## src/rtl/id_ex_stage_pkg.sv

```systemverilog
// Shared definitions for the ID/EX pipeline register: ALU op codes,
// forward-select encoding and the layout of the EX slot.
package id_ex_stage_pkg;

  localparam logic [4:0] ALU_ADD  = 5'b00000;
  localparam logic [4:0] ALU_ADDU = 5'b00001;
  localparam logic [4:0] ALU_SUB  = 5'b00010;
  localparam logic [4:0] ALU_SUBU = 5'b00011;
  localparam logic [4:0] ALU_AND  = 5'b00100;
  localparam logic [4:0] ALU_OR   = 5'b00101;
  localparam logic [4:0] ALU_XOR  = 5'b00110;
  localparam logic [4:0] ALU_NOR  = 5'b00111;
  localparam logic [4:0] ALU_SLT  = 5'b01000;
  localparam logic [4:0] ALU_SLTU = 5'b01001;
  localparam logic [4:0] ALU_SLL  = 5'b01010;
  localparam logic [4:0] ALU_SRL  = 5'b01011;
  localparam logic [4:0] ALU_SRA  = 5'b01100;
  localparam logic [4:0] ALU_SLLV = 5'b01101;
  localparam logic [4:0] ALU_SRLV = 5'b01110;
  localparam logic [4:0] ALU_SRAV = 5'b01111;
  localparam logic [4:0] ALU_LUI  = 5'b10000;

  typedef enum logic [1:0] {
    FWD_REG = 2'b00,
    FWD_WB  = 2'b01,
    FWD_MEM = 2'b10
  } fwd_t;

  typedef struct packed {
    logic        valid;
    logic        wreg;
    logic        mem2reg;
    logic        wmem;
    logic [4:0]  aluc;
    logic [4:0]  rd;
    logic [4:0]  rs;
    logic [4:0]  rt;
    logic [4:0]  shamt;
    logic        sel_shamt;
    logic        sel_imm;
    logic [31:0] rs_val;
    logic [31:0] rt_val;
    logic [31:0] imm;
  } ex_slot_t;

  // A bubble is all-zero: no write enables and register numbers of r0.
  localparam ex_slot_t EX_BUBBLE = '0;

endpackage

```

## src/rtl/id_ex_stage_fwd_sel.sv

```systemverilog
// Operand forwarding for one source register: the EX/MEM result beats the
// MEM/WB result, which beats the value read in decode. r0 is never forwarded.
module fwd_sel
  import id_ex_stage_pkg::*;
(
  input  logic [4:0]  num,
  input  logic [31:0] reg_val,
  input  logic        mem_wreg,
  input  logic [4:0]  mem_rd,
  input  logic [31:0] mem_res,
  input  logic        wb_wreg,
  input  logic [4:0]  wb_rd,
  input  logic [31:0] wb_data,
  output logic [31:0] val,
  output logic [1:0]  sel
);

  fwd_t sel_e;

  always_comb begin
    sel_e = FWD_REG;
    if (num != 5'd0) begin
      if (mem_wreg && (mem_rd == num))
        sel_e = FWD_MEM;
      else if (wb_wreg && (wb_rd == num))
        sel_e = FWD_WB;
    end
  end

  always_comb begin
    case (sel_e)
      FWD_MEM: val = mem_res;
      FWD_WB:  val = wb_data;
      default: val = reg_val;
    endcase
  end

  assign sel = sel_e;

endmodule

```

## src/rtl/id_ex_stage.sv

```systemverilog
// ID/EX pipeline register with load-use hazard detection, bubble insertion
// and EX-side operand forwarding feeding the ALU.
module id_ex_stage
  import id_ex_stage_pkg::*;
(
  input  logic        clk,
  input  logic        rst,
  input  logic        id_valid,
  input  logic [4:0]  id_aluc,
  input  logic [31:0] id_rs_val,
  input  logic [31:0] id_rt_val,
  input  logic [31:0] id_imm,
  input  logic [4:0]  id_shamt,
  input  logic [4:0]  id_rs,
  input  logic [4:0]  id_rt,
  input  logic [4:0]  id_rd,
  input  logic        id_use_rs,
  input  logic        id_use_rt,
  input  logic        id_sel_shamt,
  input  logic        id_sel_imm,
  input  logic        id_wreg,
  input  logic        id_mem2reg,
  input  logic        id_wmem,
  input  logic        mem_wreg,
  input  logic [4:0]  mem_rd,
  input  logic [31:0] mem_res,
  input  logic        wb_wreg,
  input  logic [4:0]  wb_rd,
  input  logic [31:0] wb_data,
  input  logic        flush,
  output logic        stall,
  output logic        ex_valid,
  output logic        ex_wreg,
  output logic        ex_mem2reg,
  output logic        ex_wmem,
  output logic [4:0]  ex_rd,
  output logic [4:0]  alu_aluc,
  output logic [31:0] alu_a,
  output logic [31:0] alu_b,
  output logic [31:0] ex_store_data
);

  ex_slot_t ex_reg;
  ex_slot_t ex_next;
  logic     rs_hit;
  logic     rt_hit;
  logic     load_use;

  // A load in EX cannot supply its data until MEM, so a dependent decode waits.
  assign rs_hit   = id_use_rs && (id_rs == ex_reg.rd);
  assign rt_hit   = id_use_rt && (id_rt == ex_reg.rd);
  assign load_use = id_valid && ex_reg.valid && ex_reg.mem2reg &&
                    (ex_reg.rd != 5'd0) && (rs_hit || rt_hit);
  assign stall    = load_use && !flush;

  always_comb begin
    ex_next = EX_BUBBLE;
    if (!flush && !load_use && id_valid) begin
      ex_next.valid     = 1'b1;
      ex_next.wreg      = id_wreg;
      ex_next.mem2reg   = id_mem2reg;
      ex_next.wmem      = id_wmem;
      ex_next.aluc      = id_aluc;
      ex_next.rd        = id_rd;
      ex_next.rs        = id_rs;
      ex_next.rt        = id_rt;
      ex_next.shamt     = id_shamt;
      ex_next.sel_shamt = id_sel_shamt;
      ex_next.sel_imm   = id_sel_imm;
      ex_next.rs_val    = id_rs_val;
      ex_next.rt_val    = id_rt_val;
      ex_next.imm       = id_imm;
    end
  end

  always_ff @(posedge clk) begin
    if (rst)
      ex_reg <= EX_BUBBLE;
    else
      ex_reg <= ex_next;
  end

  // Index 0 forwards rs, index 1 forwards rt.
  logic [4:0]  src_num [2];
  logic [31:0] src_val [2];
  logic [31:0] fwd_val [2];
  logic [1:0]  fwd_sel_unused [2];

  assign src_num[0] = ex_reg.rs;
  assign src_num[1] = ex_reg.rt;
  assign src_val[0] = ex_reg.rs_val;
  assign src_val[1] = ex_reg.rt_val;

  generate
    for (genvar gi = 0; gi < 2; gi++) begin : g_fwd
      fwd_sel u_fwd_sel (
        .num      (src_num[gi]),
        .reg_val  (src_val[gi]),
        .mem_wreg (mem_wreg),
        .mem_rd   (mem_rd),
        .mem_res  (mem_res),
        .wb_wreg  (wb_wreg),
        .wb_rd    (wb_rd),
        .wb_data  (wb_data),
        .val      (fwd_val[gi]),
        .sel      (fwd_sel_unused[gi])
      );
    end
  endgenerate

  assign ex_valid      = ex_reg.valid;
  assign ex_wreg       = ex_reg.wreg;
  assign ex_mem2reg    = ex_reg.mem2reg;
  assign ex_wmem       = ex_reg.wmem;
  assign ex_rd         = ex_reg.rd;
  assign alu_aluc      = ex_reg.aluc;
  assign alu_a         = ex_reg.sel_shamt ? {27'b0, ex_reg.shamt} : fwd_val[0];
  assign alu_b         = ex_reg.sel_imm ? ex_reg.imm : fwd_val[1];
  assign ex_store_data = fwd_val[1];

endmodule

```

## config.mk

```make
export PLATFORM = sky130hd
export DESIGN_NAME = id_ex_stage
export DESIGN_NICKNAME = d
export VERILOG_FILES = /design/src/rtl/id_ex_stage_pkg.sv /design/src/rtl/id_ex_stage_fwd_sel.sv /design/src/rtl/id_ex_stage.sv
export SDC_FILE = /design/constraint.sdc
export NUM_CORES = 1
export LEC_CHECK = 0
export CAP_MARGIN = 20
export CORE_UTILIZATION = 42
export DETAILED_ROUTE_END_ITERATION = 7
export PLACE_DENSITY = 0.81
export SYNTH_ARGS = -nofsm -noshare
export SYNTH_HDL_FRONTEND = slang
export SYNTH_SLANG_ARGS = --single-unit
export TNS_END_PERCENT = 50
```

## constraint.sdc

```tcl
create_clock -name clk -period 3.2 [get_ports clk]
set_input_delay 0.32 -clock clk [delete_from_list [all_inputs] [get_ports clk]]
set_output_delay 0.32 -clock clk [all_outputs]
set_load 0.05 [all_outputs]
```

# Word level (Yosys, flattened, before mapping)
# Index checks and enable logic that the tools add are counted.
[classes] eq_ne=10 muxes=11 bitwise_logic=1 reduce_logical=20
[ops] op="32-bit case mux with 2 select lines" count=2
[ops] op="127-bit 2-to-1 mux" count=1
[ops] op="32-bit 2-to-1 mux" count=2
[ops] op="5-bit == test" count=6
[ops] op="5-bit nonzero test" count=3
[ops] op="1-bit logical AND" count=13
[ops] op="2-bit 2-to-1 mux" count=4
[ops] op="2-bit by 1-bit == test with 1-bit output, second input constant" count=2
[ops] op="2-bit == test, second input constant" count=2
[ops] op="1-bit zero test" count=2
[ops] op="1-bit 2-to-1 mux" count=2
[ops] op="2-bit OR reduction" count=1
[ops] op="1-bit logical OR" count=1
[ops] op="1-bit inverter" count=1
[totals] inputBits=208 elab_cells=56 register_bits=127 out_inout_bits=111

# Longest topological paths before layout
# Gate-level depths: netlist of the first run.
[logic_depth] word_depth=9 ltp_mapped=10 ltp_nobuf=9

# Hierarchy
# From an unflattened synthesis of the first run, not the netlist that was laid out.
[unflattened] cells_unflattened=787 area_unflattened_um2=7216.9
[modules_own_cells] mod="id_ex_stage" instances=1 cells_each=525 area_per_inst_um2=5725.5 seq_area_each_um2=2542.4
[modules_own_cells] mod="fwd_sel" instances=2 cells_each=131 area_per_inst_um2=745.7 seq_area_each_um2=0.0

# Worst setup path before layout of the first run
# OpenSTA, ideal clock, no wires.
[synth_timing] kind="flip-flop to output port" startpoint="reg ex_reg[105] in the netlist's numbering" endpoint="out alu_b[13]" n_path_buf=1 arrival_ns=3.425 stages_incl_launch_ff=9 required_time_ns=2.880 slack_ns=-0.545 cell_sequence="dfxtp_1 or4_1 a21oi_1 or3_1 ha_1 clkbuf_1 a22oi_1 o21ai_0 mux2_1"
[synth_between] elab_chain_len=8 elab_cells_between_ends=12 classes_between="eq/ne (4); mux (5); reduce/logical (3)"
[synth_rtl] element="start, declared" line="id_ex_stage.sv:43" text="ex_slot_t ex_reg;"
[synth_rtl] element="start signal, assigned" line="id_ex_stage.sv:80" text="ex_reg <= ex_next;"
[synth_rtl] element="5-bit == test" line="id_ex_stage_fwd_sel.sv:25" text="else if (wb_wreg && (wb_rd == num))"
[synth_rtl] element="1-bit logical AND" line="id_ex_stage_fwd_sel.sv:25"
[synth_rtl] element="1-bit 2-to-1 mux" line="id_ex_stage_fwd_sel.sv:25"
[synth_rtl] element="2-bit 2-to-1 mux" line="id_ex_stage_fwd_sel.sv:23" text="if (mem_wreg && (mem_rd == num))"
[synth_rtl] element="2-bit 2-to-1 mux (*)" line="id_ex_stage_fwd_sel.sv:22" text="if (num != 5'd0) begin"
[synth_rtl] element="2-bit by 1-bit == test with 1-bit output or 2-bit == test (tied branches)" line="id_ex_stage_fwd_sel.sv:31" text="case (sel_e)"
[synth_rtl] element="32-bit case mux with 2 select lines (*)" line="id_ex_stage_fwd_sel.sv:31"
[synth_rtl] element="named net ex_store_data[13]" line="id_ex_stage.sv:40" text="output logic [31:0] ex_store_data"
[synth_rtl] element="32-bit 2-to-1 mux (*)" line="id_ex_stage.sv:118" text="assign alu_b = ex_reg.sel_imm ? ex_reg.imm : fwd_val[1];"
[synth_rtl] element="end, declared" line="id_ex_stage.sv:39" text="output logic [31:0] alu_b,"
# Mark *: on every way through the listed nets, which the timed path passes. The rest lies on a longest branch.

# Worst setup path in the final report of the first run
[layout_timing] startpoint="reg ex_reg[112] in the netlist's numbering" endpoint="out alu_a[11]"
[layout_between] elab_chain_len=8 elab_cells_between_ends=12 classes_between="eq/ne (4); mux (5); reduce/logical (3)"
[layout_rtl] element="5-bit == test" line="id_ex_stage_fwd_sel.sv:25"
[layout_rtl] element="1-bit logical AND" line="id_ex_stage_fwd_sel.sv:25"
[layout_rtl] element="1-bit 2-to-1 mux" line="id_ex_stage_fwd_sel.sv:25"
[layout_rtl] element="2-bit 2-to-1 mux" line="id_ex_stage_fwd_sel.sv:23"
[layout_rtl] element="2-bit 2-to-1 mux (*)" line="id_ex_stage_fwd_sel.sv:22"
[layout_rtl] element="2-bit by 1-bit == test with 1-bit output or 2-bit == test (tied branches)" line="id_ex_stage_fwd_sel.sv:31"
[layout_rtl] element="32-bit case mux with 2 select lines (*)" line="id_ex_stage_fwd_sel.sv:31"
[layout_rtl] element="32-bit 2-to-1 mux (*)" line="id_ex_stage.sv:117" text="assign alu_a = ex_reg.sel_shamt ? {27'b0, ex_reg.shamt} : fwd_val[0];"
[layout_rtl] element="end, declared" line="id_ex_stage.sv:38" text="output logic [31:0] alu_a,"
# Every way passes the cells marked *; elsewhere a longest branch is shown, timed or not.

==> results of run 1 <==
[layer usage]
layer / wire [um] / up-vias
met5: 0 / -
met4: 1563 / 0
met3: 2669 / 110
met2: 14700 / 394
met1: 9911 / 3496
li1: - / 3395
[cell usage after synthesis, drive strengths merged]
master,n,area share (%)
a21oi,45,3.2
nor2b,1,0.090
and3,2,0.25
a22oi,64,6.9
nor2,63,3.4
ha,4,0.72
or3,1,0.090
a211oi,116,20
o21a,1,0.11
xor2,11,1.4
dfxtp,127,36
nand2,41,2.2
buf,51,4.2
xnor2,18,2.3
nand3,12,0.86
clkbuf,35,1.9
or4,3,0.32
o22ai,1,0.090
and2,1,0.090
and3b,1,0.13
mux2,32,5.2
inv,116,6.2
nor4,3,0.27
nand4,3,0.27
nor3,3,0.22
o21ai,39,2.8
[metrics by stage]
| stage | total power [uW] | TNS [ns] | hold WS, ns | cell area (um^2) | instances |
|---|---|---|---|---|---|
| 2_1_floorplan | 2023 | -3.212 | 0.4335 | 7037 | 794 |
| 3_3_place_gp | 2526 | -5.290 | 0.7838 | 11810 | 1306 |
| 3_5_place_dp | 2538 | -14.65 | 0.7838 | 11810 | 1306 |
| 4_1_cts | 4474 | -0.03316 | 0.4176 | 12610 | 1342 |
| 5_1_grt | 4642 | -12.36 | 0.4307 | 13130 | 1355 |
| 6_report | 4503 | -3.972 | 0.4270 | 13130 | 1355 |
[report_power, final]
part / switching [uW] / internal, uW / total (uW)
Combinational: 424 / 483 / 907
Sequential: 27.5 / 1620 / 1650
Clock: 717 / 1230 / 1940
Total: 1170 / 3330 / 4500
[repair_timing]
action / in CTS / in global routing
pin swaps: 8 / 20
buffers inserted: 3 / 8
endpoints found under the setup margin: 93 / 76
gates resized for setup: 39 / 97
gates cloned: 1 / 3
[worst max-delay path, delay by kind of cell, from the launching register on]
family / cells / cell delay, ns
xor gates and xnor gates: 1 / 0.30
AOI/OAI and AO/OA: 2 / 0.33
buffers and inverters: 3 / 0.51
adders and majority gates: 1 / 0.18
and+or+nand+nor: 4 / 0.93
DFF: 1 / 0.35
[path summary, 6_finish.rpt]
kind,startpoint,endpoint,cells after the start
worst min register to register,ex_valid$_SDFF_PP0_,ex_rd[4]$_SDFF_PP0_,3
worst max-delay path,ex_reg[112]$_SDFF_PP0_,alu_a[11],11
worst min-delay path,id_imm[7],ex_reg[7]$_SDFF_PP0_,3
worst max register to register,ex_rd[2]$_SDFF_PP0_,ex_reg[21]$_SDFF_PP0_,5
[cell type report]
class / count / area share, %
sequential: 127 / 19.49
timing repair buffer: 397 / 39.03
tap: 216 / 2.059
antenna: 2 / 0.03813
clock buffer: 23 / 3.717
multi-input combinational: 465 / 31.52
clock inverter: 9 / 0.8198
inverter: 116 / 3.317
[cells by family after synthesis]
| family | count (synthesis) | synth area share [%] |
|---|---|---|
| AO/OA/AOI/OAI | 266 | 33.43 |
| XOR/XNOR | 29 | 3.643 |
| adder cells (fa/ha/maj) | 4 | 0.7178 |
| buffers and inverters | 202 | 12.36 |
| flip-flops | 127 | 36.46 |
| multiplexers | 32 | 5.168 |
| AND/OR/NAND/NOR | 134 | 8.218 |
==> results.json, run 1 <==
{
  "violations": "setup timing",
  "grt_max_degree": 66,
  "crit_fanout": 16,
  "cts_root_buf": "clkbuf_16",
  "final_layout_size_suffix_gt1_share_pct": 40.72,
  "clock_latency_ns": 0.42,
  "place_congestion": 0.8718,
  "p_leak_uw": 0.005051,
  "dieHeight_um": 130.9,
  "place_ws_ns": -0.3043,
  "placementRows": 46,
  "cts.path.max_buffers": 2,
  "routed_wl_mm": 28.85,
  "fmax_mhz": 296.8,
  "antenna_found_initial": 2,
  "h-tree-depth": 4,
  "utilization_pct": 81.74,
  "drv_cap": 0,
  "syn_inst": 794,
  "drv_slew": 0,
  "timing.reg2reg.setup_slack_ns": 1.29,
  "period_share_pct": 105.3,
  "path_class": "reg2out",
  "start_util_pct": 43.42,
  "numCtsBuffers": 17,
  "clk_pin_slew_ns": 0.06,
  "power_density_mw_per_mm2": 343.1,
  "grt_setup_unrepaired": "yes",
  "tightest_slew_ns": 1.111,
  "outcome": "finished with violations",
  "n_fill_cell": 892,
  "irDropWorstVdd_mv": 0.3343,
  "grt_first_pass_wirelength_mm": 41.14,
  "multiInputGateArea_mm2": 0.004138,
  "finalSetupViolCount": 63,
  "io_pins": 319,
  "clock_sinks": 127,
  "crit_chain": "xnor2_1, nand4_1, or4_4, ha_4, buf_12, buf_6, a22oi_1, nor2_1, a21oi_1, nor2_1, buf_12",
  "syn_area_mm2": 0.006973,
  "cts_tree": "built",
  "nets": 1336,
  "globalRouteTotalUtil_pct": 32.46,
  "dieArea_mm2": 0.01712,
  "slowest_stage": "or4_4",
  "hold_path_class": "in2reg",
  "drt_first_iter_violations": 434,
  "critPathLaunchType": "flop",
  "firstDrtPassIters": 5,
  "avgSynthCellArea_um2": 8.782,
  "drc": 0,
  "vias": 7395,
  "synth_seq_area_share_pct": 36.46,
  "use_met1_pct": 32.71,
  "via_per_inst": 5.458,
  "portBuffers": 318,
  "dp_hpwl_mm": 19.49,
  "layout_commonest_cell": "clkdlybuf4s50_1",
  "met3_usage_pct": 10.10,
  "detail_route.wl_per_cell_um": 21.29,
  "final_antenna_net_count": 0,
  "core_mm2": 0.01606,
  "maxSlewHeadroom_pct": 25.80,
  "regArea_mm2": 0.002559,
  "overflow": 0,
  "area_growth_pct": 88.25,
  "grt_pass1_vias": 7575,
  "die_w_um": 130.9,
  "largest_register_ffs": 113,
  "cpPeakStageDelay_ns": 0.55,
  "ctsHoldBuffers": 0,
  "crit_path_end_kind": "primary output",
  "layout_setup_ws_ns": -0.1689,
  "ys.warnings.count": 0,
  "fin_skew_ns": 0.007267,
  "cp_data_required_time_ns": 2.88,
  "met2_usage_pct": 58.57,
  "gr-max-usage-layer": "met2",
  "synth-seq-cells": 127,
  "hold_violations": 0,
  "worstPathArrival_ns": 3.05,
  "synth_nets": 1006,
  "ys_types": 33,
  "final_cell_mix": "clkdlybuf4s50_1, dfxtp_1, inv_1",
  "min_period_ns": 3.369
}
Power figures use the tool's default switching activity.
==> inputs of run 2 (changes only) <==
--- a/config.mk
+++ b/config.mk
@@ -6,6 +6,7 @@
 export NUM_CORES = 1
 export LEC_CHECK = 0
 export CAP_MARGIN = 20
+export CORE_MARGIN = 5
 export CORE_UTILIZATION = 42
 export DETAILED_ROUTE_END_ITERATION = 7
 export PLACE_DENSITY = 0.81
==> run 2 against run 1 <==
The run still ends with setup timing left. Non-clock buffer count fell by 17. Sequential cell count unchanged. Clock skew shrank 0.0011 ns. Fmax rose by 5.0%. Combinational power down 2%. Worst setup slack gained 0.16 ns. Via count decreased by 1.8%. Total power fell by 0.65%. Cell count down 1.2%. Hold slack improved by 0.0015 ns.
==> results.json, run 2 (same netlist as run 1, synthesis figures left out) <==
{
  "outcome": "finished with violations",
  "violations": "setup timing",
  "stdcell_count": 1339,
  "drv_cap": 0,
  "slowest_stage": "or4_4",
  "p_seq_share_pct": 36.9,
  "via_per_inst": 5.423,
  "min_from": "id_rs_val[16]",
  "io_pins": 319,
  "path_delay_family": "simple AND/OR/NAND/NOR gates",
  "die_w_um": 138.9,
  "critPathLaunchType": "flop",
  "layout_commonest_cell": "clkdlybuf4s50_1",
  "start_util_pct": 42.50,
  "met2_length_mm": 14.91,
  "worstPathArrival_ns": 2.89,
  "clockPowerShare_pct": 43.2,
  "path_class": "reg2out",
  "period_share_pct": 100.3,
  "dieArea_mm2": 0.01928,
  "final_antenna_net_count": 0,
  "r2r_end": "ex_reg[52]$_SDFF_PP0_",
  "grt_pass1_vias": 7723,
  "largest_register_ffs": 113,
  "detail_route.wl_per_cell_um": 21.57,
  "min_period_ns": 3.208,
  "numCtsBuffers": 17,
  "portBuffers": 318,
  "n_fill_cell": 1012,
  "crit_fanout": 16,
  "clk_pin_slew_ns": 0.06,
  "firstDrtPassIters": 5,
  "timing.reg2reg.setup_slack_ns": 1.33,
  "intPower_uw": 3323,
  "cts_root_buf": "clkbuf_16",
  "final_cell_mix": "clkdlybuf4s50_1, dfxtp_1, inv_1",
  "place_congestion": 0.8925,
  "cpPeakStageDelay_ns": 0.54,
  "utilization_pct": 77.16,
  "dieHeight_um": 138.9,
  "worstReg2RegStart": "ex_rd[2]$_SDFF_PP0_",
  "dp_hpwl_mm": 20.77,
  "vias": 7262,
  "crit_chain": "xor2_1, nor4_1, and3_4, or4_4, ha_4, buf_12, a22oi_2, nor2_1, a21oi_1, o21ai_1, bufbuf_16",
  "p_leak_uw": 0.004862,
  "cp_data_required_time_ns": 2.88,
  "finalSetupViolCount": 1,
  "cts_tree": "built",
  "tightest_slew_ns": 0.9691,
  "power_density_mw_per_mm2": 353.4,
  "drc": 0,
  "p_comb_share_pct": 19.9,
  "globalRouteTotalUtil_pct": 28.67,
  "clock_latency_ns": 0.42,
  "clock_sinks": 127,
  "grt_first_pass_wirelength_mm": 43.48,
  "area_growth_pct": 81.55,
  "routed_wl_mm": 28.88,
  "irDropWorstVdd_mv": 0.3371,
  "crit_path_end_kind": "primary output",
  "drt_first_iter_violations": 407,
  "holdPathStages": 3,
  "p_sw_share_pct": 25.73,
  "antennaDiodeCount": 0,
  "p_switching_uw": 1151,
  "overflow": 0,
  "h-tree-depth": 4,
  "crit_buf_inv": 2,
  "placementRows": 47,
  "top_layer_used": "met4",
  "layout_setup_ws_ns": -0.008009,
  "core_mm2": 0.01641,
  "cts.path.max_buffers": 2,
  "final_layout_size_suffix_gt1_share_pct": 36.37,
  "r2r_cells": 5,
  "grt_setup_unrepaired": "yes",
  "fin_skew_ns": 0.006146,
  "met3WireLength_mm": 2.555,
  "hold_path_class": "in2reg",
  "hold_violations": 0,
  "dp_cells": 1302,
  "nets": 1319,
  "grt_max_degree": 83,
  "drv_slew": 0,
  "maxSlewHeadroom_pct": 35.39,
  "fmax_mhz": 311.7,
  "met1Wirelength_mm": 10.05,
  "antenna_found_initial": 0,
  "min_to": "ex_reg[80]$_SDFF_PP0_"
}
==> run 2: cell count changes in the layout (fill, tap and decap cells not counted), moves of 6 or more <==
| cell | previous run | this run |
|---|---|---|
| a22oi_1 | 22 | 38 |
| a22oi_2 | 42 | 26 |
| buf_4 | 51 | 43 |
| clkbuf_16 | 25 | 18 |
| nor2_1 | 53 | 59 |
| o21ai_1 | 10 | 16 |
| o21ai_2 | 29 | 23 |
==> run 2: power groups by stage <==
stage | Sequential [uW] | Clock, uW | Combinational [uW]
3_3_place_gp | 1680 | 0 | 848
5_1_grt | 1650 | 2040 | 931
6_report | 1650 | 1930 | 891
3_5_place_dp | 1680 | 0 | 861
2_1_floorplan | 1680 | 0 | 347
4_1_cts | 1650 | 1960 | 874
==> run 2: timing repair <==
action,in CTS,in global routing
gates cloned,2,1
pin swaps,6,9
setup buffers,1,3
hold buffers,0,0
resized for setup,38,48
setup endpoints to repair,50,62
==> run 2: routing by layer <==
metal	track usage, %	vias to the layer above
li1	-	3364
met1	30.04	3446
met2	50.55	366
met3	10.38	86
met4	14.52	0
met5	0	-
==> run 2: worst reg2reg max path: cells and delay by family, from the launching register on <==
kind | cells | cell delay, ns
flops | 1 | 0.42
buf+inv | 1 | 0.43
xor+xnor | 1 | 0.15
simple gates | 1 | 0.18
compound gates | 2 | 0.54
==> run 2: how the worst max path moves through the flow <==
stage / start / endpoint / slack, ns / cells past startpoint
final: ex_reg[110]$_SDFF_PP0_ / alu_a[3] / -0.008 / 11
after global routing: ex_reg[110]$_SDFF_PP0_ / alu_a[3] / -0.14 / 11
after CTS: ex_reg[103]$_SDFF_PP0_ / alu_b[20] / -0.01 / 11
after detailed placement: mem_rd[3] / alu_a[18] / -0.17 / 12
after global placement: mem_rd[0] / alu_a[18] / -0.12 / 12
after floorplan: ex_reg[105]$_SDFF_PP0_ / alu_b[30] / -0.41 / 8
==> run 2: final cells by class <==
cell class | instances | area [um^2] | area share [%]
clock buffers | 22 | 484.2 | 3.825
clock inverters | 9 | 108.9 | 0.8599
inverters | 116 | 435.4 | 3.439
multi-input cells | 465 | 3913 | 30.91
flip-flops and latches | 127 | 2559 | 20.21
well taps | 220 | 275.3 | 2.174
repair buffers | 380 | 4885 | 38.58
==> run 2: through the flow <==
stage	setup TNS (ns)	power (uW)	cell area, um^2	hold slack (ns)	worst slack (ns)
after floorplan	-3.212	2023	7037	0.4335	-0.4068
after global placement	-0.2093	2531	11670	0.8502	-0.1223
after detailed placement	-0.9630	2546	11670	0.8574	-0.1683
after CTS	-0.03152	4488	12460	0.4143	-0.01437
after global routing	-1.356	4622	12660	0.4230	-0.1377
final	-0.008009	4474	12660	0.4286	-0.008009
==> inputs of run 3 (changes only) <==
==> constraint.sdc (replaced) <==
create_clock -name clk -period 3.2 [get_ports clk]
set_input_delay 0.48 -clock clk [delete_from_list [all_inputs] [get_ports clk]]
set_output_delay 0.48 -clock clk [all_outputs]
set_load 0.05 [all_outputs]
==> run 3 against run 2 <==
The flow still finishes with violations (setup timing). Cell area grew 9.9%. Combinational power grew 7.0%. Die area is the same. Sequential share of layout area shrank 1.8 points. Worst setup slack lost 0.16 ns. Sequential cell count is the same. Global-route usage grew 1.5 points. Hold slack gained 0.15 ns. Fmax shrank 4.7%. Critical path type unchanged. Largest power group unchanged.
==> results.json, run 3 (same netlist as run 1, synthesis figures left out) <==
{
  "cts.path.max_buffers": 2,
  "violations": "setup timing",
  "cp_data_required_time_ns": 2.72,
  "cts_tree": "built",
  "globalRouteTotalUtil_pct": 30.15,
  "place_congestion": 0.8972,
  "dieArea_mm2": 0.01928,
  "utilization_pct": 84.79,
  "layout_setup_ws_ns": -0.1652,
  "worstPathArrival_ns": 2.89,
  "n_fill_cell": 781,
  "cpPeakStageDelay_ns": 0.34,
  "hold_path_class": "in2reg",
  "vias": 7689,
  "numCtsBuffers": 17,
  "clock_sinks": 127,
  "grt_pass1_vias": 7962,
  "antenna_found_initial": 1,
  "timing.reg2reg.setup_slack_ns": 1.30,
  "clock_latency_ns": 0.43,
  "overflow": 0,
  "fmax_mhz": 297.2,
  "min_from": "id_aluc[1]",
  "r2r_cells": 4,
  "grt_first_pass_wirelength_mm": 45.92,
  "largest_register_ffs": 113,
  "cts_root_buf": "clkbuf_16",
  "detail_route.wl_per_cell_um": 23.66,
  "holdPathStages": 3,
  "cp-startpoint": "ex_reg[108]$_SDFF_PP0_",
  "dieHeight_um": 138.9,
  "core_mm2": 0.01641,
  "worstReg2RegStart": "ex_rd[1]$_SDFF_PP0_",
  "final_layout_size_suffix_gt1_share_pct": 48.08,
  "start_util_pct": 42.50,
  "drt_first_iter_violations": 505,
  "p_leak_uw": 0.005205,
  "firstDrtPassIters": 5,
  "drv_slew": 0,
  "power_density_mw_per_mm2": 332.0,
  "crit_path_end_kind": "primary output",
  "crit_fanout": 15,
  "io_pins": 319,
  "drv_cap": 0,
  "outcome": "finished with violations",
  "crit_path_frequent_cell": "buf_12",
  "area_growth_pct": 99.52,
  "routed_wl_mm": 32.34,
  "slowest_stage": "dfxtp_4",
  "min_period_ns": 3.365,
  "portBuffers": 318,
  "path_class": "reg2out",
  "final_antenna_net_count": 0,
  "stdcell_count": 1367,
  "layout_commonest_cell": "clkdlybuf4s50_1",
  "grt_setup_unrepaired": "yes",
  "grt_max_degree": 115,
  "placementRows": 47,
  "h-tree-depth": 4,
  "finalSetupViolCount": 59,
  "ctsHoldBuffers": 0,
  "critPathLaunchType": "flop",
  "place_ws_ns": -0.3991,
  "via_per_inst": 5.625,
  "dp_hpwl_mm": 19.66,
  "period_share_pct": 105.2,
  "drc": 0,
  "die_w_um": 138.9,
  "hold_violations": 0,
  "irDropWorstVdd_mv": 0.3978,
  "clk_pin_slew_ns": 0.06,
  "tightest_slew_ns": 0.8777,
  "nets": 1345,
  "dp_cells": 1309,
  "final_cell_mix": "clkdlybuf4s50_1, inv_1, buf_12",
  "maxSlewHeadroom_pct": 41.49,
  "crit_chain": "xor2_1, nor4_1, and3_4, buf_6, o21ai_2, ha_4, buf_12, a22oi_1, nor2_1, a21oi_1, nor2_2, buf_12",
  "fin_skew_ns": 0.01277
}
-- run 3: metrics by stage --
stage               hold WS, ns  total power [uW]  cell area [um^2]  setup TNS, ns
floorplan                0.5935              2033              7231         -3.996
global route             0.5827              4746             13910         -8.671
finish                   0.5795              4618             13910         -4.066
global placement         0.8621              2542             11950         -23.34
detailed placement       0.8560              2555             11950         -23.74
CTS                      0.5769              4574             13360         -1.055
-- run 3: metal layers --
layer	track usage (%)	vias up	routed length, um
li1	-	3416	-
met1	34.31	3704	11650
met2	51.29	429	16060
met3	8.793	140	2535
met4	15.60	0	2095
met5	0	-	0
-- run 3: critical path, delay by kind of cell, from the launching register on --
family,cells,cell delay [ns]
DFF,1,0.34
xor gates and xnor gates,1,0.15
buffers and inverters,3,0.44
AOI/OAI and AO/OA,3,0.56
and+or+nand+nor,4,0.74
adders and majority gates,1,0.21
-- run 3: power breakdown --
group / total (uW) / internal, uW / leakage, uW / switching [uW]
Combinational: 953 / 510 / 0.00388 / 444
Sequential: 1660 / 1620 / 0.00104 / 35.0
Clock: 2010 / 1240 / 0.000284 / 765
Total: 4620 / 3370 / 0.00520 / 1240
-- run 3: final timing paths --
path	end
setup / recovery	alu_a[23]
hold / removal	alu_aluc[1]$_SDFF_PP0_
setup reg to reg	ex_reg[7]$_SDFF_PP0_
hold reg to reg	ex_reg[110]$_SDFF_PP0_
-- run 3: area by class of cell --
class | instances | area (um^2) | share of cell area [%]
antenna | 1 | 2.502 | 0.01799
clock buffer | 18 | 439.2 | 3.157
clock inverter | 14 | 165.2 | 1.187
inverter | 116 | 435.4 | 3.130
multi-input combinational | 465 | 4767 | 34.27
sequential | 127 | 2567 | 18.45
tap | 220 | 275.3 | 1.979
timing repair buffer | 406 | 5260 | 37.81
-- run 3: timing repair --
| action | in CTS | in global routing |
|---|---|---|
| pin swaps | 35 | 47 |
| gates cloned | 5 | 4 |
| buffers inserted | 12 | 7 |
| gates resized for setup | 154 | 110 |
| setup endpoints to repair | 96 | 82 |
